--- config.mk ---
export PLATFORM = sky130hd
export DESIGN_NAME = cpu_mem_sequencer
export DESIGN_NICKNAME = d
export VERILOG_FILES = /design/src/rtl/cpu_mem_sequencer.sv
export SDC_FILE = /design/constraint.sdc
export NUM_CORES = 1
export LEC_CHECK = 0
export ABC_CLOCK_PERIOD_IN_PS = 4250
export BUFFER_PORTS_ARGS = -buffer_cell sky130_fd_sc_hd__buf_2
export CAP_MARGIN = 0
export CORE_UTILIZATION = 35
export DETAILED_ROUTE_END_ITERATION = 8
export HOLD_SLACK_MARGIN = 0.02
export PLACE_DENSITY_LB_ADDON = 0.05
export SYNTH_ARGS = -nofsm -noshare
export SYNTH_HDL_FRONTEND = slang
export SYNTH_SLANG_ARGS = --single-unit
--- constraint.sdc ---
create_clock -name clk_sys -period 4.25 [get_ports clk_sys]
set_clock_uncertainty 0.05 [all_clocks]
set_input_delay 0.85 -clock clk_sys [delete_from_list [all_inputs] [get_ports clk_sys]]
set_output_delay 0.85 -clock clk_sys [all_outputs]
set_load 0.1 [all_outputs]
--- src/rtl/cpu_mem_sequencer.sv ---
// CPU memory-cycle sequencer onto the shared SDRAM CPU port.
// One-line 8-byte write-through read cache, ROM write drop, SDRAM timeout.
module cpu_mem_sequencer #(
  parameter int TIMEOUT_CYCLES = 1023,
  parameter bit CACHE_EN       = 1'b1
) (
  input  logic        clk_sys,
  input  logic        reset,
  input  logic        cpu_req,
  input  logic        cpu_we,
  input  logic [1:0]  cpu_be,
  input  logic [15:0] cpu_dout,
  input  logic        ram_rom_memrq,
  input  logic        writable,
  input  logic [24:0] sdr_addr_in,
  input  logic        flush,
  output logic        cpu_ready,
  output logic [15:0] cpu_din,
  output logic        sdr_req,
  output logic        sdr_we,
  output logic [1:0]  sdr_be,
  output logic [24:0] sdr_addr,
  output logic [15:0] sdr_wdata,
  input  logic        sdr_ack,
  input  logic [63:0] sdr_rdata,
  output logic        timeout_err
);

  typedef enum logic [1:0] {
    IDLE,
    RD_WAIT,
    WR_WAIT,
    DONE
  } state_t;

  localparam int CW = $clog2(TIMEOUT_CYCLES + 1);
  localparam logic [CW-1:0] CNT_LAST = CW'(TIMEOUT_CYCLES - 1);

  state_t        state, state_n;
  logic [CW-1:0] cnt, cnt_n;
  logic          req_n, we_n, ready_n, terr_n;
  logic [1:0]    be_n;
  logic [24:0]   addr_n;
  logic [15:0]   wdata_n, din_n;
  logic [15:0]   res, res_n;
  logic [1:0]    word, word_n;
  logic [63:0]   line, line_n;
  logic [21:0]   tag, tag_n;
  logic          valid, valid_n;
  logic          hit;
  logic [15:0]   hit_word;

  assign hit = CACHE_EN && valid &&
               (tag == sdr_addr_in[24:3]);
  assign hit_word = line[{sdr_addr_in[2:1], 4'b0000} +: 16];

  // State, registered outputs and cache line
  always_ff @(posedge clk_sys) begin
    if (reset) begin
      state       <= IDLE;
      cnt         <= '0;
      sdr_req     <= 1'b0;
      sdr_we      <= 1'b0;
      sdr_be      <= 2'b00;
      sdr_addr    <= '0;
      sdr_wdata   <= '0;
      cpu_ready   <= 1'b0;
      cpu_din     <= '0;
      timeout_err <= 1'b0;
      res         <= '0;
      word        <= '0;
      line        <= '0;
      tag         <= '0;
      valid       <= 1'b0;
    end else begin
      state       <= state_n;
      cnt         <= cnt_n;
      sdr_req     <= req_n;
      sdr_we      <= we_n;
      sdr_be      <= be_n;
      sdr_addr    <= addr_n;
      sdr_wdata   <= wdata_n;
      cpu_ready   <= ready_n;
      cpu_din     <= din_n;
      timeout_err <= terr_n;
      res         <= res_n;
      word        <= word_n;
      line        <= line_n;
      tag         <= tag_n;
      valid       <= valid_n;
    end
  end

  // Next-state, next outputs and cache updates
  always_comb begin
    state_n = state;
    cnt_n   = cnt;
    req_n   = sdr_req;
    we_n    = sdr_we;
    be_n    = sdr_be;
    addr_n  = sdr_addr;
    wdata_n = sdr_wdata;
    ready_n = 1'b0;
    din_n   = '0;
    terr_n  = timeout_err;
    res_n   = res;
    word_n  = word;
    line_n  = line;
    tag_n   = tag;
    valid_n = valid;
    unique case (state)
      IDLE: begin
        if (cpu_req) begin
          res_n  = '0;
          word_n = sdr_addr_in[2:1];
          if (!ram_rom_memrq) begin
            state_n = DONE;
          end else if (cpu_we && !writable) begin
            state_n = DONE;
          end else if (!cpu_we && hit) begin
            res_n   = hit_word;
            state_n = DONE;
          end else if (!cpu_we) begin
            state_n = RD_WAIT;
            cnt_n   = '0;
            req_n   = 1'b1;
            we_n    = 1'b0;
            be_n    = 2'b11;
            addr_n  = {sdr_addr_in[24:3], 3'b000};
          end else begin
            state_n = WR_WAIT;
            cnt_n   = '0;
            req_n   = 1'b1;
            we_n    = 1'b1;
            be_n    = cpu_be;
            addr_n  = sdr_addr_in;
            wdata_n = cpu_dout;
          end
        end
      end
      RD_WAIT, WR_WAIT: begin
        if (sdr_ack) begin
          req_n   = 1'b0;
          state_n = DONE;
          if (state == RD_WAIT) begin
            line_n  = sdr_rdata;
            tag_n   = sdr_addr[24:3];
            valid_n = CACHE_EN;
            res_n   = sdr_rdata[{word, 4'b0000} +: 16];
          end else if (valid &&
                       tag == sdr_addr[24:3]) begin
            if (sdr_be[0])
              line_n[{word, 4'b0000} +: 8] = sdr_wdata[7:0];
            if (sdr_be[1])
              line_n[{word, 4'b1000} +: 8] = sdr_wdata[15:8];
          end
        end else if (cnt == CNT_LAST) begin
          req_n   = 1'b0;
          state_n = DONE;
          res_n   = 16'hFFFF;
          terr_n  = 1'b1;
        end else begin
          cnt_n = cnt + 1'b1;
        end
      end
      DONE: begin
        ready_n = 1'b1;
        din_n   = res;
        state_n = IDLE;
      end
      default: state_n = IDLE;
    endcase
    if (flush)
      valid_n = 1'b0;
  end

endmodule

### Yosys cells after proc, flatten, opt, wreduce, memory -nomap -nowiden

Cells that the tools add are included.

* register bits: 180
* bits of input ports: 115
* output and inout bits: 63
* logic and storage cells: 108

* add/sub/neg operators: 3
* equal/unequal tests: 14
* shifts and indexed selects: 6
* muxes and demuxes: 44
* bitwise gates (word level): 4
* reductions and logical operators: 22

Operators by type and width (count)
* $mux W64: 8
* $bwmux W64: 2
* $shift A8 B8 Y64 const A: 2
* $shiftx A64 B7 Y16: 2
* $shiftx A8 B8 Y64: 2
* $mux W16: 7
* $mux W10: 6
* $eq A22 B22 Y1: 2
* $pmux W16 S2: 1
* $pmux W10 S2: 1
* $mux W2: 8
* $neg A6 Y8: 2
* $ne A2 B2 Y1 const B: 6
* $reduce_and A6 Y1: 2
* $add A10 B1 Y10 const B: 1
* $eq A10 B10 Y1 const B: 1
* $reduce_and A3 Y1: 3
* $mux W1: 8
* $reduce_and A7 Y1: 1
* $ne A3 B3 Y1 const B: 2
* $pmux W2 S3: 1
* $reduce_or A2 Y1: 3
* $reduce_and A5 Y1: 1
* $eq A2 B2 Y1 const B: 2
* 10 further kinds: 19

### Logic depth before layout (Yosys ltp)

* depth after elaboration: 12
* mapped depth: 10
* mapped depth without buffers: 8

### Least setup slack after synthesis

Ideal clock, no wire load.

* path type: register to register
* start: reg sdr_addr[14]
* end: reg line[62]
* library setup time: 0.134 ns
* arrival: 2.688 ns
* required time: 4.066 ns
* path slack: 1.378 ns
* stages on the path, launching flop included: 8
* path buffers: 1
* period minus slack after synthesis: 2.872 ns
* cells stage by stage: dfxtp_1 -> xnor2_1 -> nand4_1 -> nor4_2 -> a41oi_1 -> buf_2 -> a221oi_1 -> a211oi_1

* cells in the longest elaborated chain, start to end: 4

RTL lines
* start, declared: RTL line 22 `output logic [24:0] sdr_addr,`
* start signal, assigned: RTL line 81 `sdr_addr <= addr_n;`
* $eq A22 B22 Y1: RTL line 151 `tag == sdr_addr[24:3]) begin`
* $logic_and A1 B1 Y1: RTL line 150 `end else if (valid &&`
* $reduce_bool A2 Y1 (no line)
* $reduce_and A3 Y1 (no line)
* end signal, assigned: RTL line 88 `line <= line_n;`
* end, declared: RTL line 47 `logic [63:0] line, line_n;`

No other way between the ends.
A chain may end at the register's enable or synchronous reset.

### Worst setup path after layout

* start: in sdr_addr_in[17]
* end: reg cnt[1]

* cells in the longest elaborated chain, start to end: 5

RTL lines
* start, declared: RTL line 15 `input logic [24:0] sdr_addr_in,`
* $eq A22 B22 Y1: RTL line 54 `(tag == sdr_addr_in[24:3]);`
* $logic_and A1 B1 Y1: RTL line 53 `assign hit = CACHE_EN && valid &&`
* $logic_and A1 B1 Y1: RTL line 120 `end else if (!cpu_we && hit) begin`
* $ne A2 B2 Y1 (no line)
* $reduce_and A7 Y1 (no line)
* end signal, assigned: RTL line 77 `cnt <= cnt_n;`
* end, declared: RTL line 40 `logic [CW-1:0] cnt, cnt_n;`

No other way between the ends.

==> run_results.csv <==
group,metric,value,unit
yosys,synth.yosys.seq_area_share,41.7,%
clocking,cts_tree,"yes",
clocking,clkTransAtPathRegs,70,ps
timing,setup_viol,0,
setup_path,crit_path_max_fanout,28,
yosys,yosysWarnings,0,
setup_path,reg2reg_depth,9,
clocking,cts_resized,0,
setup_path,r2r_start,"state[1]",
yosys,synthDistinctLibCells,48,
timing,rsz0062_at_grt,"no",
timing,worstMarginPinSlew,1000,ps
yosys,synthArstFlopShare,0,%
routing,drcViolationCount,0,
yosys,synthTopCellsByArea,"dfxtp_1, mux4_2, a221oi_1, a211oi_1, nand2_1",
routing,drt_iter0_drc,592,
timing,tns,0,ps
routing,wl_per_cell,19.7,um
setup_path,worst_path_dominant_cell_family,"compound AO/OA/AOI/OAI gates",
routing,viasPerCell,5.37,
outcome,outcome,"completed",
clocking,cts_htree_levels,4,
setup_path,r2r-end,"res[13]",
yosys,synth_edf_count,0,
power_and_ir_drop,p_clk_share,28.6,%
yosys,avgSynthCellArea,9.33,um2
run,drv_cap,0,
timing,slew_violations,0,
yosys,synth_area,8630,um2
timing,fmax,345,MHz
power_and_ir_drop,power.density,519,nW/um2
clocking,hold_buffers,0,
yosys,yosysTopAreaCellShare,41.7,%
yosys,synth_common_cells,"dfxtp_1, nand2_1, inv_1, a211oi_1, a221oi_1",
setup_path,critical_path_arrival,3160,ps
die,initial_core_util,35.6,%
global_routing,grt_pass1_vias,7435,
timing,period_share,68.1,%
setup_path,startpoint_type,"input pin",
clocking,numClockSinks,180,
yosys,synthFlopType,"dfxtp_1",
yosys,syn_nets,1049,
worst_hold_path,hold_class,"flip-flop to flip-flop",
layout,multi_input_area,4480,um2
power_and_ir_drop,internal-power,3.29,mW
power_and_ir_drop,p_switching,2.10,mW
setup_path,path_cells,"buf_2, xnor2_1, nand4_1, or4_1, o31a_2, o211ai_1, o22ai_1",
yosys,yosys.area.top_type,"dfxtp_1",
die,io-pin-count,178,
setup_path,rrSetupSlack,1450,ps
die,core,24200,um2
layout,fillerInstances,2493,
global_routing,antenna_found_initial,1,
setup_path,worst-path-stages,7,
setup_path,critPathSlowestCell,"or4_1",
place,gp_congestion,0.829,
yosys,synth_seq_cells,180,
timing,hold_viol,0,
die,rows,57,
routing,wl,27.9,mm
global_routing,grt_max_degree,55,
yosys,syn_inst,925,
clocking,insertion_delay,440,ps
clocking,postCtsSetupBuffers,0,
routing,vias,7599,
layout,seqCellArea,3600,um2
routing,drt_pre_antenna_iters,5,
place,dp_hpwl,19.0,mm
global_routing,grt_pass1_wl,43.3,mm
clocking,clock_tree.buffer_depth,2,
layout,drive_above_1_share,26.1,%
setup_path,end_kind,"flip-flop",
routing,antenna_left,0,
clocking,root_buffer,"clkbuf_16",
power_and_ir_drop,ir_drop,0.283,mV
clocking,numCtsBuffers,17,
place,portBuffers,177,
setup_path,crit_end,"cnt[1]",
setup_path,path_buf_inv,1,
setup_path,worstPathRequired,4520,ps
global_routing,track_usage,22.1,%
die,die-area,25300,um2
timing,finalCriticalPeriod,2900,ps
global_routing,overflow,0,
layout,area_growth,20.1,%
layout,final_nets,1201,
power_and_ir_drop,p_sw_share,38.9,%
layout,diodes,0,
yosys,yosysMostFrequentCell,"dfxtp_1",
setup_path,crit_type,"input pin to flip-flop",
setup_path,cp-startpoint,"sdr_addr_in[17]",
die,die_y,159,um
power_and_ir_drop,leakage,3.80,nW
layout,final_util,42.8,%
setup_path,cpPeakStageDelay,700,ps
die,die_w,159,um
timing,slew_headroom,33.2,%
power_and_ir_drop,pwr-share-seq,38.4,%
power_and_ir_drop,p_comb_share,33.1,%
==> how the worst min path moves through the flow <==
stage          startpoint           to  cells past startpoint  slack, ps
2_1_floorplan      res[0]       res[0]                      2        380
5_1_grt          line[10]     line[10]                      2        420
6_report         line[55]     line[55]                      2        410
4_1_cts          line[49]     line[49]                      2        410
3_3_place_gp     line[44]     line[44]                      2        390
3_5_place_dp      res[15]  cpu_din[15]                      1        390
==> power groups by stage <==
stage,Clock [mW],Sequential [mW],Combinational [mW]
5_1_grt,1.65,2.09,1.92
6_report,1.54,2.07,1.78
2_1_floorplan,0,2.28,1.05
4_1_cts,1.59,2.06,1.78
3_5_place_dp,0,2.10,1.78
3_3_place_gp,0,2.10,1.78
==> worst register-to-register path, cell delays in order, from the launching register on <==
cell     delay [ps]
dfxtp_1         360
inv_1            70
ha_2            370
nand2_1         130
buf_4           310
a31oi_2         140
buf_4           280
nor2_2          800
a32oi_1         110
o21ai_0         120
==> registers in the layout, indices dropped and copies added, names as in the netlist <==
signal	count
cnt	10
cpu_din	16
cpu_ready	1
line	64
res	16
sdr_addr	25
sdr_be	2
sdr_req	1
sdr_wdata	16
sdr_we	1
state	2
tag	22
timeout_err	1
valid	1
word	2
==> cell usage in the layout (no fill, tap or decap), types with 17 or more instances in the layout <==
cell / Yosys / layout
nand3_1: 28 / 28
buf_2: 12 / 176
dfxtp_1: 180 / 180
o21ai_0: 24 / 24
xnor2_1: 34 / 34
mux4_2: 32 / 32
mux2i_1: 23 / 23
nand2_1: 93 / 93
a21oi_1: 46 / 46
a221oi_1: 64 / 64
nor2_1: 49 / 48
inv_1: 74 / 74
buf_4: 0 / 22
a211oi_1: 64 / 64
clkbuf_16: 0 / 17
and2_1: 18 / 18
==> cell families (layout without fill, tap and decap cells) <==
| kind of cell | Yosys count | after routing | share of synthesized area (%) |
|---|---|---|---|
| mux | 55 | 55 | 11.0 |
| fa+ha+maj | 9 | 9 | 1.30 |
| flops | 180 | 180 | 41.7 |
| buf+inv | 140 | 305 | 6.52 |
| xor+xnor | 44 | 44 | 4.46 |
| simple gates | 245 | 245 | 13.7 |
| compound gates | 252 | 252 | 21.3 |
==> area by class of cell <==
class,count,share of cell area (%)
Multi-Input combinational cell,605,43.2
Sequential cell,180,34.7
Timing Repair Buffer,198,10.1
Clock buffer,19,4.17
Tap cell,324,3.91
Inverter,75,2.71
Clock inverter,13,1.19
==> through the flow <==
step	std cells	instance area [um2]	total power, mW	setup WS, ps	hold slack, ps
floorplan	925	8630	3.33	1380	378
global placement	1382	9820	3.88	926	392
detailed placement	1382	9820	3.88	889	388
CTS	1414	10400	5.44	1340	405
global route	1414	10400	5.67	1180	419
finish	1414	10400	5.38	1350	405
==> layer usage <==
layer	GRT usage (%)	vias up	part of all wire, %
met4	5.24	2	0.96
met1	30.4	3657	47
met2	35.6	211	47
met5	0	-	0.047
li1	-	3708	-
met3	4.45	21	5.3
No activity file was read; power rests on OpenSTA's default activity.
